--- src/rtl/conv_seq_pkg.sv ---
// Shared types and constants for the matched-filter convolution sequencer.
package conv_seq_pkg;

  typedef enum logic [1:0] {
    IDLE  = 2'd0,
    RUN   = 2'd1,
    DRAIN = 2'd2,
    OUT   = 2'd3
  } state_e;

  // Address-to-product latency of the coefficient multiplier stage.
  localparam int PIPE_LAT   = 2;

  localparam int MULT_N_DEF = 50;
  localparam int NOUT_DEF   = 256;

endpackage

--- src/rtl/conv_tap_accumulator.sv ---
// Signed load/add accumulator: the first tap of an output loads the
// sign-extended product, later taps add to the running sum.
module conv_tap_accumulator #(
  parameter int ACC_W = 38
) (
  input  logic                    clk,
  input  logic                    rst_n,
  input  logic                    en_i,
  input  logic                    first_i,
  input  logic signed [31:0]      prod_i,
  output logic signed [ACC_W-1:0] acc_o
);

  logic signed [ACC_W-1:0] acc_q;
  logic signed [ACC_W-1:0] prod_ext;

  assign prod_ext = {{(ACC_W-32){prod_i[31]}}, prod_i};
  assign acc_o    = acc_q;

  // Load on the first tap, accumulate on the rest; hold otherwise.
  always_ff @(posedge clk or negedge rst_n) begin
    if (!rst_n) begin
      acc_q <= '0;
    end else if (en_i) begin
      acc_q <= first_i ? prod_ext : acc_q + prod_ext;
    end
  end

endmodule

--- src/rtl/convolution_sequencer.sv ---
// Frame controller for the matched-filter multiply stage: sweeps coefficient
// and sample addresses per output, accumulates I/Q products over MULT_N taps
// and hands each result pair downstream with valid/ready.
module convolution_sequencer
  import conv_seq_pkg::*;
#(
  parameter int MULT_N = MULT_N_DEF,
  parameter int NOUT   = NOUT_DEF,
  parameter int NLOG   = $clog2(MULT_N),
  parameter int DLOG   = $clog2(NOUT + MULT_N - 1),
  parameter int ACC_W  = 32 + NLOG
) (
  input  logic                    clkf,
  input  logic                    rst_n,
  input  logic                    start,
  input  logic                    abort,
  input  logic                    coef_busy,
  input  logic signed [31:0]      PROD_A,
  input  logic signed [31:0]      PROD_B,
  input  logic                    out_ready,
  output logic [NLOG-1:0]         ADDRB_RAMK,
  output logic [DLOG-1:0]         DATA_ADDR,
  output logic                    busy,
  output logic                    done,
  output logic                    acc_valid,
  output logic signed [ACC_W-1:0] ACC_OUT_A,
  output logic signed [ACC_W-1:0] ACC_OUT_B
);

  localparam int             DRW    = $clog2(PIPE_LAT + 1);
  localparam logic [NLOG-1:0] K_LAST = NLOG'(MULT_N - 1);
  localparam logic [DLOG-1:0] N_LAST = DLOG'(NOUT - 1);
  localparam logic [DRW-1:0]  D_LAST = DRW'(PIPE_LAT - 1);

  state_e          state_q;
  logic [NLOG-1:0] k_q;
  logic [DLOG-1:0] n_q;
  logic [DLOG-1:0] daddr_q;
  logic [DRW-1:0]  drain_q;
  logic            busy_q;
  logic            done_q;
  logic            valid_q;

  // Tap-tracking flags, one bit per cycle of product latency.
  logic [PIPE_LAT:1] vld_pipe_q;
  logic [PIPE_LAT:1] first_pipe_q;

  logic issue;
  logic acc_en;

  assign issue  = (state_q == RUN);
  // A tap retiring in the abort cycle is dropped with the rest of the frame.
  assign acc_en = vld_pipe_q[PIPE_LAT] && !abort;

  assign ADDRB_RAMK = k_q;
  assign DATA_ADDR  = daddr_q;
  assign busy       = busy_q;
  assign done       = done_q;
  assign acc_valid  = valid_q;

  // Frame FSM: tap/output counters, addresses and registered status outputs.
  always_ff @(posedge clkf or negedge rst_n) begin
    if (!rst_n) begin
      state_q <= IDLE;
      k_q     <= '0;
      n_q     <= '0;
      daddr_q <= '0;
      drain_q <= '0;
      busy_q  <= 1'b0;
      done_q  <= 1'b0;
      valid_q <= 1'b0;
    end else begin
      done_q <= 1'b0;
      if (abort) begin
        state_q <= IDLE;
        busy_q  <= 1'b0;
        valid_q <= 1'b0;
      end else begin
        case (state_q)
          IDLE: begin
            if (start && !coef_busy) begin
              state_q <= RUN;
              n_q     <= '0;
              k_q     <= '0;
              daddr_q <= '0;
              busy_q  <= 1'b1;
            end
          end
          RUN: begin
            if (k_q == K_LAST) begin
              state_q <= DRAIN;
              drain_q <= '0;
            end else begin
              k_q     <= k_q + NLOG'(1);
              daddr_q <= daddr_q + DLOG'(1);
            end
          end
          DRAIN: begin
            // Wait out the product latency so the last tap has landed.
            if (drain_q == D_LAST) begin
              state_q <= OUT;
              valid_q <= 1'b1;
            end else begin
              drain_q <= drain_q + DRW'(1);
            end
          end
          OUT: begin
            if (out_ready) begin
              valid_q <= 1'b0;
              if (n_q == N_LAST) begin
                state_q <= IDLE;
                busy_q  <= 1'b0;
                done_q  <= 1'b1;
              end else begin
                state_q <= RUN;
                n_q     <= n_q + DLOG'(1);
                k_q     <= '0;
                daddr_q <= n_q + DLOG'(1);
              end
            end
          end
          default: state_q <= IDLE;
        endcase
      end
    end
  end

  // Valid / first-tap flags ride alongside the addresses to meet the products.
  always_ff @(posedge clkf or negedge rst_n) begin
    if (!rst_n) begin
      vld_pipe_q   <= '0;
      first_pipe_q <= '0;
    end else if (abort) begin
      vld_pipe_q   <= '0;
      first_pipe_q <= '0;
    end else begin
      vld_pipe_q[1]   <= issue;
      first_pipe_q[1] <= issue && (k_q == '0);
      for (int i = 2; i <= PIPE_LAT; i++) begin
        vld_pipe_q[i]   <= vld_pipe_q[i-1];
        first_pipe_q[i] <= first_pipe_q[i-1];
      end
    end
  end

  conv_tap_accumulator #(.ACC_W(ACC_W)) u_acc_a (
    .clk     (clkf),
    .rst_n   (rst_n),
    .en_i    (acc_en),
    .first_i (first_pipe_q[PIPE_LAT]),
    .prod_i  (PROD_A),
    .acc_o   (ACC_OUT_A)
  );

  conv_tap_accumulator #(.ACC_W(ACC_W)) u_acc_b (
    .clk     (clkf),
    .rst_n   (rst_n),
    .en_i    (acc_en),
    .first_i (first_pipe_q[PIPE_LAT]),
    .prod_i  (PROD_B),
    .acc_o   (ACC_OUT_B)
  );

endmodule

--- config.mk ---
export PLATFORM = sky130hd
export DESIGN_NAME = convolution_sequencer
export DESIGN_NICKNAME = d
export VERILOG_FILES = /design/src/rtl/conv_seq_pkg.sv /design/src/rtl/conv_tap_accumulator.sv /design/src/rtl/convolution_sequencer.sv
export SDC_FILE = /design/constraint.sdc
export NUM_CORES = 1
export LEC_CHECK = 0
export BUFFER_PORTS_ARGS = -buffer_cell sky130_fd_sc_hd__buf_2
export CORE_MARGIN = 4
export CORE_UTILIZATION = 52
export CTS_CLUSTER_SIZE = 10
export DETAILED_ROUTE_END_ITERATION = 16
export PLACE_DENSITY = 0.78
export SYNTH_ARGS = -nofsm -noshare
export SYNTH_HDL_FRONTEND = slang
export SYNTH_SLANG_ARGS = --single-unit
--- constraint.sdc ---
create_clock -name clkf -period 2.9 [get_ports clkf]
set_input_delay 0.58 -clock clkf [delete_from_list [all_inputs] [get_ports clkf]]
set_output_delay 0.58 -clock clkf [all_outputs]
set_load 0.03 [all_outputs]
---- After elaboration in Yosys (flattened, before gate mapping) ----
Cells that the tools add are included.
cells by class
  $add $sub $neg .......................... 6
  equality and inequality tests ........... 17
  multiplexer cells ....................... 38
  bitwise operators ....................... 1
  reduce and logical (&&, ||, !) cells .... 18
operators with widths
  kind                   count
  $add A38 B32 Y38       2
  $mux W38               2
  $mux W9                4
  $pmux W9 S3            1
  $mux W6                4
  $add A9 B1 Y9 const B  2
  $mux W2                9
  $pmux W6 S3            1
  $pmux W9 S2            1
  $mux W1                12
  $ne A3 B3 Y1 const B   4
  $reduce_and A4 Y1      3
  $ne A2 B2 Y1 const B   5
  $eq A9 B8 Y1 const B   1
  $reduce_bool A3 Y1     3
  $pmux W2 S4            1
  $add A6 B1 Y6 const B  1
  $eq A6 B6 Y1 const B   1
  $logic_not A6 Y1       1
  $reduce_and A6 Y1      1
  $reduce_and A5 Y1      1
  $eq A2 B1 Y1 const B   2
  $eq A2 B2 Y1 const B   2
  $pmux W1 S2            2
  other kinds (10)       14
storage, ports and cells
  register bits after elaboration ......... 111
  input bits .............................. 70
  word-level logic and storage cells ...... 92

---- Depth between registers and ports, before layout ----
Gate-level depths: netlist of run 1.
  depth in word-level cells ............... 5
  gate-level depth with buffers ........... 13
  depth with buffers taken out ............ 12

---- Hierarchy ----
A second synthesis of run 1 with hierarchy kept.
unflattened totals
  cells, all modules ...................... 1,229
  area total of the unflattened synthesis .. 9,902.0 um2
modules (own cells, without submodules)
  module                 instances  cells an instance  area an instance (um2)
  conv_tap_accumulator   2          504                3,950.0
  convolution_sequencer  1          221                2,001.9

---- Least setup slack after synthesis of run 1 ----
OpenSTA, ideal clock, no wires.
  path type ............................... input to register
  start ................................... input PROD_A[0]
  end ..................................... register u_acc_a.acc_q[36], in the netlist u_acc_a.acc_o[36]
  library setup time ...................... 126 ps
  arrival time ............................ 3,096 ps
  data required time ...................... 2,774 ps
  slack ................................... -322 ps
  stages on the path ...................... 12
  buffers on the path ..................... 0
  path through ............................ ha_1 > fa_1 > a21o_1 > a311oi_2 > nor4b_2 > o31ai_2 > a21o_2 > a21oi_2 > o21ai_4 > o21ai_1 > xor2_1 > a221o_1
on the way
  cells in the longest elaborated chain, start to end .. 2
ends and longest elaborated chain
  what                  line                         source
  start, declared       convolution_sequencer.sv:18  input logic signed [31:0] PROD_A,
  $add A38 B32 Y38      conv_tap_accumulator.sv:25   acc_q <= first_i ? prod_ext : acc_q + prod_ext;
  $mux W38              conv_tap_accumulator.sv:25
  end signal, assigned  conv_tap_accumulator.sv:25
  end, declared         conv_tap_accumulator.sv:14   logic signed [ACC_W-1:0] acc_q;
No other way between the ends.
A chain may end at the register's enable or synchronous reset.

---- Final worst setup path of run 1 ----
  start ................................... register u_acc_a.acc_q[0], in the netlist u_acc_a.acc_o[0]
  end ..................................... register u_acc_a.acc_q[18], in the netlist u_acc_a.acc_o[18]
on the way
  cells in the longest elaborated chain, start to end .. 2
ends and longest elaborated chain
  what              line
  $add A38 B32 Y38  conv_tap_accumulator.sv:25
  $mux W38          conv_tap_accumulator.sv:25
No other way between the ends.

==> results of run 1 <==
==> metal layers <==
metal	vias up	global-route usage, %
met4	0	10.9
met3	45	2.22
met1	4415	33.4
met2	247	45.5
met5	-	0
li1	4687	-
==> sequential cells by signal, indices dropped and copies added (netlist names) <==
register       cells
vld_pipe_q         2
DATA_ADDR          9
drain_q            2
acc_valid          1
u_acc_b.acc_o     38
ADDRB_RAMK         6
u_acc_a.acc_o     38
n_q                9
first_pipe_q       2
busy               1
done               1
state_q            2
==> layout make-up <==
cell class / count / share of cell area (%)
diodes: 4 / 0.0857
clock buffers: 13 / 2.40
clock inverters: 2 / 0.118
inverters: 36 / 1.16
multi-input cells: 957 / 54.7
flip-flops and latches: 111 / 23.8
well taps: 225 / 2.41
repair buffers: 288 / 15.4
==> critical path: stages (launching register included) <==
cell and delay, ns:
dfrtp_1 0.42, ha_4 0.18, fa_2 0.38, a21o_1 0.21
a311oi_4 0.31, nor4b_2 0.12, o31ai_2 0.23, buf_4 0.16
buf_4 0.10, buf_4 0.10, nand2_2 0.09, a311oi_2 0.25
xor2_1 0.16, nor2_1 0.05, a21oi_1 0.13, o21ai_1 0.07
==> cell families (layout without fill, tap and decap cells) <==
family                     count (synthesis)  in the layout  synth area share [%]
AOI/OAI and AO/OA                        417            417                  28.1
xor gates and xnor gates                  63             63                  5.97
adders and majority gates                 88             88                  12.1
buffers and inverters                     90            339                  3.68
DFF                                      111            111                  30.1
muxes                                     16             16                  1.76
other                                      0              4                     0
and+or+nand+nor                          373            373                  18.3
==> what timing repair did <==
item                                    CTS  global route
hold buffers                              0             0
gates resized for setup                   6            29
pin swaps                                 4            22
buffers inserted                          5             5
hold endpoints to repair                  0             0
endpoints found under the setup margin   13            30
==> worst paths after layout <==
check                                    end  slack (ns)  cells after the start
min reg2reg                  first_pipe_q[2]        0.47                      1
max                        u_acc_a.acc_o[18]       -0.19                     15
min in group clkf            first_pipe_q[2]        0.47                      1
max in group asynchronous    first_pipe_q[2]        2.00                      2
min                        u_acc_b.acc_o[19]         0.1                      1
max reg2reg                u_acc_a.acc_o[18]       -0.19                     15
==> report_power, final <==
group	internal (mW)	switching (mW)
clock network	0.675	0.600
registers	2.14	0.587
logic	3.98	5.41
total	6.79	6.59
==> placed cells by master (no fill, tap or decap), types with 20 or more instances in the layout <==
cell / count
nand3_1: 32
o21ai_1: 20
inv_1: 36
o21bai_1: 23
nor2_1: 87
o21ai_0: 90
dfrtp_1: 110
xnor2_1: 37
buf_4: 123
a21o_1: 43
xor2_1: 24
nor3_1: 27
nand2_1: 154
buf_2: 162
ha_1: 81
a21oi_1: 121
==> per-stage QoR <==
| stage | instances | hold WS, ns | util (%) | worst slack [ns] | power, mW |
|---|---|---|---|---|---|
| floorplan | 1158 | 0.284 | - | -0.123 | 8.81 |
| global placement | 1608 | 0.450 | 64.1 | -0.377 | 11.5 |
| detailed placement | 1608 | 0.466 | 64.1 | -0.401 | 11.7 |
| CTS | 1628 | 0.0959 | 66.2 | -0.0895 | 13.1 |
| global route | 1636 | 0.109 | 67.3 | -0.350 | 14.5 |
| finish | 1636 | 0.0963 | 67.3 | -0.187 | 13.4 |
==> flow_metrics.env, run 1 <==
export IMPL_start_util_pct=53.2
export IMPL_required_ns=3.14
export IMPL_grt_ovfl_total=0
export IMPL_grt_max_degree=89
export IMPL_multi_input_area_um2=6380
export IMPL_worstSetupPathType="reg -> reg"
export IMPL_yosysWarnings=0
export IMPL_die_area_um2=20000
export IMPL_critical_path_arrival_ns=3.33
export IMPL_vias=9394
export IMPL_final_area_um2=11700
export IMPL_cts_tree="yes"
export IMPL_power_density_nw_per_um2=1150
export IMPL_violations="negative setup slack"
export IMPL_grt_pass1_vias=9169
export IMPL_wl_met1_um=11700
export IMPL_ant_nets=0
export IMPL_grtUsageTotal_pct=26.1
export IMPL_wl_um=26600
export IMPL_setup_violations=6
export IMPL_synth_cell_types=69
export IMPL_grt_pass1_wl_um=43600
export IMPL_wire_per_inst_um=16.3
export IMPL_peakVddDrop_uv=597
export IMPL_rows=48
export IMPL_numCtsBuffers=9
export IMPL_clock_path_buffers=2
export IMPL_area_delta_synth_final_pct=26.5
export IMPL_cts_root_buf="clkbuf_16"
export IMPL_syn_area_um2=9240
export IMPL_synth_enable_flop_cells=0
export IMPL_io_pins=164
export IMPL_fin_crit_ns=3.09
export IMPL_viasPerCell=5.74
export IMPL_crit_fanout=3
export IMPL_tightest_slew_ns=0.862
export IMPL_synth_area_per_cell_um2=7.98
export IMPL_drc=0
export IMPL_power_leakage_nw=5.79
export IMPL_tns_ns=-0.594
export IMPL_fin_ws_ns=-0.187
export IMPL_drive_above_1_share_pct=25.4
export IMPL_synthCells=1158
export IMPL_ys_seq_area_share_pct=30.1
export IMPL_syn_num_nets=1316
export IMPL_synthTopCellsByCount="155 x nand2_1, 126 x a21oi_1, 111 x dfrtp_1, 93 x o21ai_0, 87 x nor2_1"
export IMPL_hp_class="in -> async"
export IMPL_fp_dieW_um=141
export IMPL_slew_viol_final=0
export IMPL_worst_setup_path_start_kind="flip-flop"
export IMPL_slew_limit_headroom_pct=42.5
export IMPL_drtIter0Drc=556
export IMPL_ys_ff_latch=111
export IMPL_async_reset_ff_share_pct=100
export IMPL_chipHeight_um=141
export IMPL_max_freq_ghz=0.324
export IMPL_r2r_start="u_acc_a.acc_o[0]"
export IMPL_rsz0062_at_grt="true"
export IMPL_dr_wl_met2_um=13000
export IMPL_nNetsFinal=1561
export IMPL_synth_main_ff_cell="dfrtp_1"
export IMPL_topRoutingLayerUsed="met4"
export IMPL_synth_area_leader_cell="dfrtp_1"
export IMPL_cap_violations=0
export IMPL_clk_pin_slew_ns=0.08
export IMPL_cts_sinks=111
export IMPL_first_pass_iters=5
export IMPL_finalCritPeriodShare_pct=106
export IMPL_synthTopCellsByArea="dfrtp_1 30%, ha_1 12%, a21oi_1 6.8%"
export IMPL_place_area_um2=11100
export IMPL_finalHoldViolations=0
export IMPL_gp_congestion=0.894
export IMPL_port_buffers=163
export IMPL_netlist_area_leader_share_pct=30.1
export IMPL_htreeDepth=3
export IMPL_n_fill_cell=1413
export IMPL_clk_latency_ns=0.36
export IMPL_antenna_found_initial=4
export IMPL_place_detailed_hpwl_um=19600
export IMPL_route_met3_wl_um=1110
export IMPL_final_seq_area_um2=2780
export IMPL_coreArea_um2=17400
export IMPL_crit_path_end_kind="flip-flop"
export IMPL_status="finished with violations"
export IMPL_yosysMostFrequentCell="nand2_1"
export IMPL_fin_worst_skew_ns=0.0104
export IMPL_startpoint="u_acc_a.acc_o[0]"
Power figures use the tool's default switching activity.
==> inputs of run 2 (changes only) <==
ABC_AREA = 1   (was unset)
CORE_UTILIZATION = 53   (was 52)
==> run 2 against run 1 <==
  * The flow now finishes without violations
  * Global-route usage rose by 1.9 points
  * Clock skew rose by 0.0093 ns
  * Sequential cell count did not move
  * Final cell count rose by 33%
  * Critical path depth rose by 1
  * First-iteration DRC count rose by 51%
  * Design area rose by 4.6%
  * Highest routed layer is now met5
==> flow_metrics.env, run 2 <==
export IMPL_status="complete, no violations"
export IMPL_clk_latency_ns=0.38
export IMPL_place_area_um2=11900
export IMPL_finalHoldViolations=0
export IMPL_netlist_area_leader_share_pct=25.7
export IMPL_critical_path_arrival_ns=2.82
export IMPL_worstSetupPathType="reg -> reg"
export IMPL_htreeDepth=3
export IMPL_start_util_pct=54.7
export IMPL_syn_area_um2=10800
export IMPL_startpoint="n_q[0]"
export IMPL_grt_pass1_vias=10719
export IMPL_drtIter0Drc=837
export IMPL_grt_max_degree=60
export IMPL_wl_um=31600
export IMPL_yosysWarnings=0
export IMPL_numCtsBuffers=9
export IMPL_power_switching_mw=7.59
export IMPL_grt_ovfl_total=0
export IMPL_clock_power_share_pct=10.0
export IMPL_first_pass_iters=6
export IMPL_pwr_share_comb_pct=69.4
export IMPL_rows=51
export IMPL_synthTopCellsByCount="566 x nand2_1, 242 x nor2_1, 238 x inv_1, 127 x a21oi_1, 111 x dfrtp_1"
export IMPL_setup_violations=0
export IMPL_ys_seq_area_share_pct=25.7
export IMPL_fp_dieW_um=151
export IMPL_r2r_start="n_q[0]"
export IMPL_viasPerCell=5.27
export IMPL_hp_class="in -> async"
export IMPL_fin_worst_skew_ns=0.0196
export IMPL_area_delta_synth_final_pct=13.2
export IMPL_fin_crit_ns=2.58
export IMPL_ant_nets=0
export IMPL_nNetsFinal=2064
export IMPL_stdcell_count=2177
export IMPL_cts_resized=0
export IMPL_coreArea_um2=19700
export IMPL_final_area_um2=12200
export IMPL_crit_fanout=18
export IMPL_intPower_mw=5.85
export IMPL_synth_area_leader_cell="dfrtp_1"
export IMPL_antenna_found_initial=4
export IMPL_cts_sinks=111
export IMPL_synth_main_ff_cell="dfrtp_1"
export IMPL_synth_enable_flop_cells=0
export IMPL_p_seq_share_pct=20.7
export IMPL_slew_limit_headroom_pct=55.9
export IMPL_grtUsageTotal_pct=28.0
export IMPL_synth_cell_types=43
export IMPL_tightest_slew_ns=0.661
export IMPL_reg2reg_depth=16
export IMPL_clock_path_buffers=2
export IMPL_io_pins=164
export IMPL_synthCells=1757
export IMPL_ys_ff_latch=111
export IMPL_p_sw_share_pct=56.5
export IMPL_crit_path_end_kind="flip-flop"
export IMPL_power_density_nw_per_um2=1100
export IMPL_grt_pass1_wl_um=52000
export IMPL_wire_per_inst_um=14.5
export IMPL_async_reset_ff_share_pct=100
export IMPL_tns_ns=0
export IMPL_synth_area_per_cell_um2=6.14
export IMPL_power_mw=13.4
export IMPL_rsz0062_at_grt="false"
export IMPL_final_common_cell="nand2_1"
export IMPL_multi_input_area_um2=6960
export IMPL_drc=0
export IMPL_power_leakage_nw=6.98
export IMPL_yosysMostFrequentCell="nand2_1"
export IMPL_peakVddDrop_uv=523
export IMPL_required_ns=3.14
export IMPL_rrSetupSlack_ns=0.32
export IMPL_place_detailed_hpwl_um=25100
export IMPL_port_buffers=163
export IMPL_worst_setup_path_start_kind="flip-flop"
export IMPL_utilization_pct=62.0
export IMPL_gp_congestion=1.01
export IMPL_post_cts_buffers=0
export IMPL_n_fill_cell=1904
export IMPL_cts_root_buf="clkbuf_16"
export IMPL_slew_viol_final=0
export IMPL_synthTopCellsByArea="dfrtp_1 26%, nand2_1 20%, ha_1 10%"
export IMPL_cap_violations=0
export IMPL_chipHeight_um=151
export IMPL_max_freq_ghz=0.388
export IMPL_placed_cells=2160
export IMPL_final_seq_area_um2=2780
export IMPL_cts_tree="yes"
export IMPL_cts_hold_fix_buffers=0
export IMPL_finalCritPeriodShare_pct=88.9
export IMPL_syn_num_nets=1915
export IMPL_timing_rr_end="ADDRB_RAMK[4]"
export IMPL_drive_above_1_share_pct=13.5
export IMPL_vias=11479
export IMPL_die_area_um2=22700
export IMPL_clk_pin_slew_ns=0.10
export IMPL_final_cell_mix="565 x nand2_1, 242 x nor2_1, 237 x inv_1"
run 2: changes by cell type in the layout (fill, tap and decap cells not counted), moves of 14 or more:
cell / change
inv_1: +201
buf_4: -116
nand2_1: +411
nand3_2: +17
nand2_2: +22
mux2i_1: -14
xnor2_1: -27
nand3_1: +63
a21o_1: -42
nor2_1: +155
run 2: metal layers:
layer	global-route usage [%]	vias up	routed length, um	share of wire [%]
li1	-	5867	-	-
met1	39.6	5227	14900	47
met2	45.2	339	13900	44
met3	4.06	40	2170	6.9
met4	6.80	6	561	1.8
met5	0	-	40	0.13
run 2: final cells by class:
cell class	instances	area share [%]
multi-input combinational	1371	57.0
sequential	111	22.7
timing repair buffer	172	7.56
inverter	241	7.42
tap	265	2.71
clock buffer	9	1.84
clock inverter	7	0.717
antenna	1	0.0205
run 2: cells by family after synthesis:
kind of cell,Yosys count,synth area share [%]
AO/OA/AOI/OAI,255,12.7
buffers and inverters,275,9.83
flip-flops,111,25.7
AND/OR/NAND/NOR,994,38.7
adder cells (fa/ha/maj),88,10.3
XOR/XNOR,34,2.76
run 2: through the flow:
stage / setup slack [ns] / hold slack, ns
after floorplan: 0.675 / 0.284
after global placement: 0.433 / 0.438
after detailed placement: 0.335 / 0.453
after CTS: 0.309 / 0.212
after global routing: 0.0934 / 0.237
final: 0.321 / 0.189
run 2: worst max-delay path by stage:
| stage | endpoint | depth (start not counted) |
|---|---|---|
| floorplan | ADDRB_RAMK[5] | 16 |
| global route | ADDRB_RAMK[5] | 16 |
| detailed placement | ADDRB_RAMK[5] | 16 |
| CTS | ADDRB_RAMK[5] | 16 |
| global placement | u_acc_b.acc_o[35] | 13 |
| finish | ADDRB_RAMK[4] | 16 |
run 2: worst max-delay path: stages, from the launching register on:
cell and delay, ns:
dfrtp_1 0.43, ha_1 0.23, nand2_1 0.09, nor2_1 0.04, inv_1 0.06, nor2_1 0.05, nand3_1 0.09, nor2_1 0.05
ha_1 0.19, nand2_1 0.10, nand2_1 0.14, nor3_4 0.26, o21ai_4 0.14, inv_4 0.19, nand3_2 0.11, nor3_1 0.22
nor3_2 0.07
run 2: power by group through the flow:
| stage | logic (mW) | clock network [mW] | registers (mW) |
|---|---|---|---|
| global route | 10.5 | 1.43 | 2.87 |
| detailed placement | 9.24 | 0 | 2.79 |
| finish | 9.32 | 1.34 | 2.78 |
| CTS | 9.28 | 1.37 | 2.78 |
| floorplan | 5.81 | 0 | 3.81 |
| global placement | 9.13 | 0 | 2.77 |
